$ cat config.mk
export PLATFORM = sky130hd
export DESIGN_NAME = param_decoder_flat
export DESIGN_NICKNAME = d
export VERILOG_FILES = /design/src/rtl/param_decoder_if.sv /design/src/rtl/param_decoder.sv /design/src/flat_wrapper.sv
export SDC_FILE = /design/constraint.sdc
export NUM_CORES = 1
export LEC_CHECK = 0
export ABC_AREA = 1
export BUFFER_PORTS_ARGS = -buffer_cell sky130_fd_sc_hd__buf_2
export CAP_MARGIN = 20
export CORE_AREA = 2 2 39 41
export DETAILED_ROUTE_END_ITERATION = 8
export DIE_AREA = 0 0 41 43
export PLACE_DENSITY = 0.65
export SETUP_SLACK_MARGIN = 0.3
export SYNTH_ARGS = -nofsm -noshare
export SYNTH_HDL_FRONTEND = slang
export SYNTH_SLANG_ARGS = --single-unit
$ cat constraint.sdc
create_clock -name sys_clk -period 0.9 [get_ports sys_clk]
set_input_delay 0.09 -clock sys_clk [delete_from_list [all_inputs] [get_ports sys_clk]]
set_output_delay 0.09 -clock sys_clk [all_outputs]
set_load 0.005 [all_outputs]
$ cat src/rtl/param_decoder_if.sv
// Handshake and one-hot output bundle for param_decoder.
// The master drives requests and the slave (the decoder) drives the outputs.
interface param_decoder_if #(
  parameter int SEL_W = 3
);
  localparam int OUT_W = 1 << SEL_W;

  logic             in_valid;
  logic             in_ready;
  logic [SEL_W-1:0] in_sel;
  logic             mode;
  logic [OUT_W-1:0] out_val;
  logic             out_valid;

  modport master (
    output in_valid, in_sel, mode,
    input  in_ready, out_val, out_valid
  );

  modport slave (
    input  in_valid, in_sel, mode,
    output in_ready, out_val, out_valid
  );
endinterface

$ cat src/rtl/param_decoder.sv
// Registered SEL_W-to-2^SEL_W one-hot decoder with a valid/ready input and
// an optional timed sweep mode, compiled in when PARAM_DECODER_SWEEP_EN is defined.
module param_decoder #(
  parameter int SEL_W   = 3,
  parameter int CNT_MAX = 24_999_999
) (
  input  logic           sys_clk,
  input  logic           sys_rst_n,
  param_decoder_if.slave bus
);
  localparam int OUT_W = 1 << SEL_W;

  logic [OUT_W-1:0] dec_val;
  logic [OUT_W-1:0] out_val_q;
  logic             out_valid_q;

  assign dec_val       = {{(OUT_W-1){1'b0}}, 1'b1} << bus.in_sel;
  assign bus.out_val   = out_val_q;
  assign bus.out_valid = out_valid_q;

`ifdef PARAM_DECODER_SWEEP_EN
  localparam int CW = (CNT_MAX > 0) ? $clog2(CNT_MAX + 1) : 1;
  localparam logic [CW-1:0]    DWELL_MAX = CW'(CNT_MAX);
  localparam logic [SEL_W-1:0] STEP_LAST = '1;

  typedef enum logic [1:0] {IDLE, HOLD, SWEEP} state_t;

  state_t           state_q;
  logic [CW-1:0]    dwell_q;
  logic [SEL_W-1:0] step_q;

  assign bus.in_ready = (state_q != SWEEP);

  always_ff @(posedge sys_clk or negedge sys_rst_n) begin
    if (!sys_rst_n) begin
      state_q     <= IDLE;
      out_val_q   <= '0;
      out_valid_q <= 1'b0;
      dwell_q     <= '0;
      step_q      <= '0;
    end else begin
      case (state_q)
        IDLE, HOLD: begin
          if (bus.in_valid) begin
            out_val_q   <= dec_val;
            out_valid_q <= 1'b1;
            if (bus.mode) begin
              dwell_q <= '0;
              step_q  <= '0;
              state_q <= SWEEP;
            end else begin
              state_q <= HOLD;
            end
          end
        end
        SWEEP: begin
          if (dwell_q == DWELL_MAX) begin
            dwell_q <= '0;
            step_q  <= step_q + SEL_W'(1);
            // Last position finished: blank the output and reopen the input.
            if (step_q == STEP_LAST) begin
              out_val_q   <= '0;
              out_valid_q <= 1'b0;
              state_q     <= IDLE;
            end else begin
              out_val_q <= {out_val_q[OUT_W-2:0], out_val_q[OUT_W-1]};
            end
          end else begin
            dwell_q <= dwell_q + CW'(1);
          end
        end
        default: state_q <= IDLE;
      endcase
    end
  end
`else
  typedef enum logic {IDLE, HOLD} state_t;

  state_t state_q;
  logic   unused_mode;
  localparam int unused_cnt_max = CNT_MAX;

  assign unused_mode  = bus.mode;
  assign bus.in_ready = 1'b1;

  always_ff @(posedge sys_clk or negedge sys_rst_n) begin
    if (!sys_rst_n) begin
      state_q     <= IDLE;
      out_val_q   <= '0;
      out_valid_q <= 1'b0;
    end else if (bus.in_valid) begin
      out_val_q   <= dec_val;
      out_valid_q <= 1'b1;
      state_q     <= HOLD;
    end
  end
`endif
endmodule

$ cat src/flat_wrapper.sv
// flat-port wrapper written by rule: the top's interface ports become plain ports
module param_decoder_flat 
#(
  parameter int SEL_W   = 3,
  parameter int CNT_MAX = 24_999_999
)
  (sys_clk, sys_rst_n, bus_in_valid, bus_in_sel, bus_mode, bus_in_ready, bus_out_val, bus_out_valid);
  param_decoder_if #(.SEL_W(SEL_W)) bus_i ();
  input  logic sys_clk;
  input  logic sys_rst_n;
  input wire logic [$bits(bus_i.in_valid)-1:0] bus_in_valid;
  input wire logic [$bits(bus_i.in_sel)-1:0] bus_in_sel;
  input wire logic [$bits(bus_i.mode)-1:0] bus_mode;
  output wire logic [$bits(bus_i.in_ready)-1:0] bus_in_ready;
  output wire logic [$bits(bus_i.out_val)-1:0] bus_out_val;
  output wire logic [$bits(bus_i.out_valid)-1:0] bus_out_valid;
  assign bus_i.in_valid = bus_in_valid;
  assign bus_i.in_sel = bus_in_sel;
  assign bus_i.mode = bus_mode;
  assign bus_in_ready = bus_i.in_ready;
  assign bus_out_val = bus_i.out_val;
  assign bus_out_valid = bus_i.out_valid;
  param_decoder #(.SEL_W(SEL_W), .CNT_MAX(CNT_MAX)) u_core (.sys_clk(sys_clk), .sys_rst_n(sys_rst_n), .bus(bus_i));
endmodule
**Word-level counts from Yosys, hierarchy flattened**

Index checks and enable logic that the tools add are counted.

- Flip-flop bits (word level): 9
- Latch bits: 0
- Memory bits (writable): 0
- ROM bits: 0
- Bits of input ports: 7
- Output and inout port bits: 10
- Memories: 0

- $add $sub $neg: 0
- Multipliers: 0
- Div/mod/pow operators: 0
- Order comparisons: 0
- Equal/unequal tests: 0
- Shift-type cells: 1
- Muxes and demuxes: 0
- Bitwise gates (word level): 0
- Reduce and logical (&&, ||, !) cells: 0

Operators with widths:

| operator | number |
|---|---|
| 1-bit by 3-bit left shift with 8-bit output, first input constant | 1 |

**Depth between registers and ports, before layout**

- Depth in word-level cells: 1
- Gate-level depth with buffers: 4
- Mapped depth without buffers: 4

**Worst setup path after synthesis**

No wires, ideal clock.

- Path type: reg2reg
- From: register, netlist name u_core.bus.out_valid
- To: register u_core.out_valid_q (netlist: u_core.bus.out_valid)
- Library setup time: 0.124 ns
- Data arrival time: 0.555 ns
- Path slack: 0.221 ns
- Stages on the path, launching flop included: 2
- Period minus slack after synthesis: 0.679 ns
- Cells stage by stage: dfrtp_1 -> or2_1

RTL lines:

| element | RTL line | text |
|---|---|---|
| end signal: assignment | param_decoder.sv:90 | `out_valid_q <= 1'b0;` |
| end signal: assignment | param_decoder.sv:93 | `out_valid_q <= 1'b1;` |
| end: declaration | param_decoder.sv:15 | `logic out_valid_q;` |

**Worst setup path after layout**

- From: register u_core.out_val_q[5] (netlist: u_core.bus.out_val[5])
- To: output bus_out_val[5]

RTL lines:

| element | RTL line | text |
|---|---|---|
| start: declaration | param_decoder.sv:14 | `logic [OUT_W-1:0] out_val_q;` |
| start signal: assignment | param_decoder.sv:92 | `out_val_q <= dec_val;` |
| end: declaration | flat_wrapper.sv:15 | `output wire logic [$bits(bus_i.out_val)-1:0] bus_out_val;` |

No word-level cell between the ends.

==> impl_metrics.py <==
metrics = {
    "sta": {
        "period_share_pct": 95.38,
        "finalClockSkew_ns": 0,
        "grt_setup_unrepaired": "true",
        "setup_tns_ns": 0,
        "fmaxAchievable_mhz": 1165,
        "drv_slew": 0,
        "post-route-min-period_ns": 0.8584,
        "finalSetupViolations": 0,
        "final_hold_viol_count": 0,
    },
    "placement": {
        "portBuffers": 14,
        "hpwl_um": 532.4,
        "place.gp.congestion": 0.6689,
        "dpl.cell_count": 75,
        "postPlaceCellArea_um2": 461.7,
    },
    "cells_and_area": {
        "area_growth_pct": 40.92,
        "drive_gt1_share_pct": 36.76,
        "instances_no_fill": 84,
        "final_cell_mix": "nand2_1, buf_2, dfrtp_1",
        "final_util_pct": 38.61,
        "antenna_cells": 0,
        "final_common_cell": "nand2_1",
        "fin_area_um2": 534.3,
        "finalNetCount": 76,
    },
    "global_route": {
        "track_usage_pct": 10.93,
        "grt_max_degree": 10,
        "grt_pass1_vias": 326,
        "grt_overflow_total": 0,
        "grt_first_pass_wirelength_um": 1221,
        "antenna_found_initial": 0,
    },
    "logic_synthesis": {
        "yosysWarnings": 0,
        "seq_area_frac_synth_pct": 59.41,
        "netlist_instances": 46,
        "ys_types": 10,
        "ys_ff_latch": 9,
        "synth_nets": 53,
        "synthesis.area_um2": 379.1,
        "avgSynthCellArea_um2": 8.242,
    },
    "setup_path": {
        "critPathBufInv": 1,
        "cp.required_ns": 0.81,
        "slowest_delay_ns": 0.38,
        "crit_fanout": 2,
        "critPathLaunchType": "flop",
        "cp.arrival_ns": 0.77,
        "cp_cell_sequence": "buf_2",
        "criticalPathCategory": "flop to output pin",
        "cp_top_family": "flip-flops",
        "crit_path_end_kind": "output pin",
        "cp_slowest_cell": "dfrtp_1",
    },
    "power": {
        "power_density_mw_per_mm2": 1590,
        "total_leakage_power_nw": 0.3277,
        "p_total_mw": 0.8496,
        "vdd.ir_drop.worst_mv": 0.4890,
    },
    "clocking": {
        "insertion_delay_ns": 0.26,
        "clk_pin_slew_worst_paths_ns": 0.06,
        "cts_tree": "yes",
        "h-tree-depth": 1,
        "clock_path_buffers": 2,
        "cts.root.buffer_cell": "clkbuf_4",
        "clock_sinks": 9,
        "cts_made_buffers": 3,
    },
    "detailed_routing": {
        "postRouteAntennaNets": 0,
        "wl_per_cell_um": 8.571,
        "drt_wl_total_um": 720,
        "remaining_drc_errors": 0,
        "drtIter0Drc": 0,
        "vias": 318,
        "first_pass_iters": 1,
        "vias_per_cell": 3.786,
    },
    "floorplanning": {
        "die_x_um": 41,
        "coreArea_mm2": 0.001384,
        "die_area_mm2": 0.001763,
        "ios": 17,
        "floorplan.initialDensity_pct": 27.40,
        "die_y_um": 43,
        "rows": 14,
    },
    "run_status": {
        "status": "finished, final reports clean",
    },
    "job": {
        "drv_cap": 0,
    },
    "worst_hold_path": {
        "hp-class": "input port to flop",
    },
}
[cell usage after synthesis (all sizes together)]
master  count  area (um^2)
o21ai       1        5.000
conb        1        3.750
nor2        4        22.52
inv         5        18.77
or2         1        6.260
dfrtp       9        225.2
nand2      24        90.09
buf         1        7.510
[cells by family (layout without fill, tap and decap cells)]
kind of cell           after synthesis  in the layout  share of synthesized area, %
AND/OR/NAND/NOR                     29             29                         31.35
flip-flops                           9              9                         59.41
buffers and inverters                6             28                         6.932
other                                1              1                        0.9891
AO/OA/AOI/OAI                        1              1                         1.319
[cell type report]
cell class                      count  area, um^2
Clock buffer                        4       26.28
Fill cell                         148       849.6
Inverter                            5       18.77
Multi-Input combinational cell     31       130.1
Sequential cell                     9       225.2
Tap cell                           16       20.02
Timing Repair Buffer               19       113.9
[registers in the layout (all words and copies together), names as in the netlist]
| signal | cells |
|---|---|
| u_core.bus.out_val | 8 |
| u_core.bus.out_valid | 1 |
[final timing paths]
path / to / from / slack [ns] / cells after the start
setup / recovery: bus_out_val[5] / u_core.bus.out_val[5] / 0.04 / 1
hold / removal: u_core.bus.out_valid / bus_in_valid / 0.06 / 2
setup reg to reg: u_core.bus.out_val[7] / u_core.bus.out_val[7] / 0.19 / 3
hold reg to reg: u_core.bus.out_valid / u_core.bus.out_valid / 0.46 / 1
max in group asynchronous: u_core.bus.out_val[5] / sys_rst_n / 0.52 / 2
min in group asynchronous: u_core.bus.out_val[3] / sys_rst_n / 0.20 / 2
[stage by stage]
| stage | setup WS [ns] | hold slack (ns) |
|---|---|---|
| after CTS | 0.03684 | 0.05744 |
| after detailed placement | 0.2203 | -0.04401 |
| after global routing | 0.001875 | 0.07084 |
| final | 0.04160 | 0.06477 |
| after floorplan | 0.2205 | -0.2056 |
| after global placement | 0.2263 | -0.04999 |
[report_power, final]
group	total [mW]	internal (mW)	switching, mW
clock	0.307	0.171	0.137
sequential	0.434	0.424	0.00937
combinational	0.109	0.0515	0.0570
[layer usage]
metal | wire, um | global-route usage, % | vias up
li1 | - | - | 175
met1 | 376 | 14.52 | 130
met2 | 290 | 13.44 | 11
met3 | 44 | 3.141 | 2
met4 | 8 | 10.00 | 0
met5 | 0 | 0 | -
[repair_timing]
item                                    in CTS  in global routing
pin swaps                                    3                  3
endpoints found under the hold margin        9                  0
endpoints found under the setup margin      14                 18
gates resized for setup                      0                  2
buffers inserted                             4                  0
hold buffers                                 1                  0
cloned                                       0                  0
(Power assumes the default switching activity.)
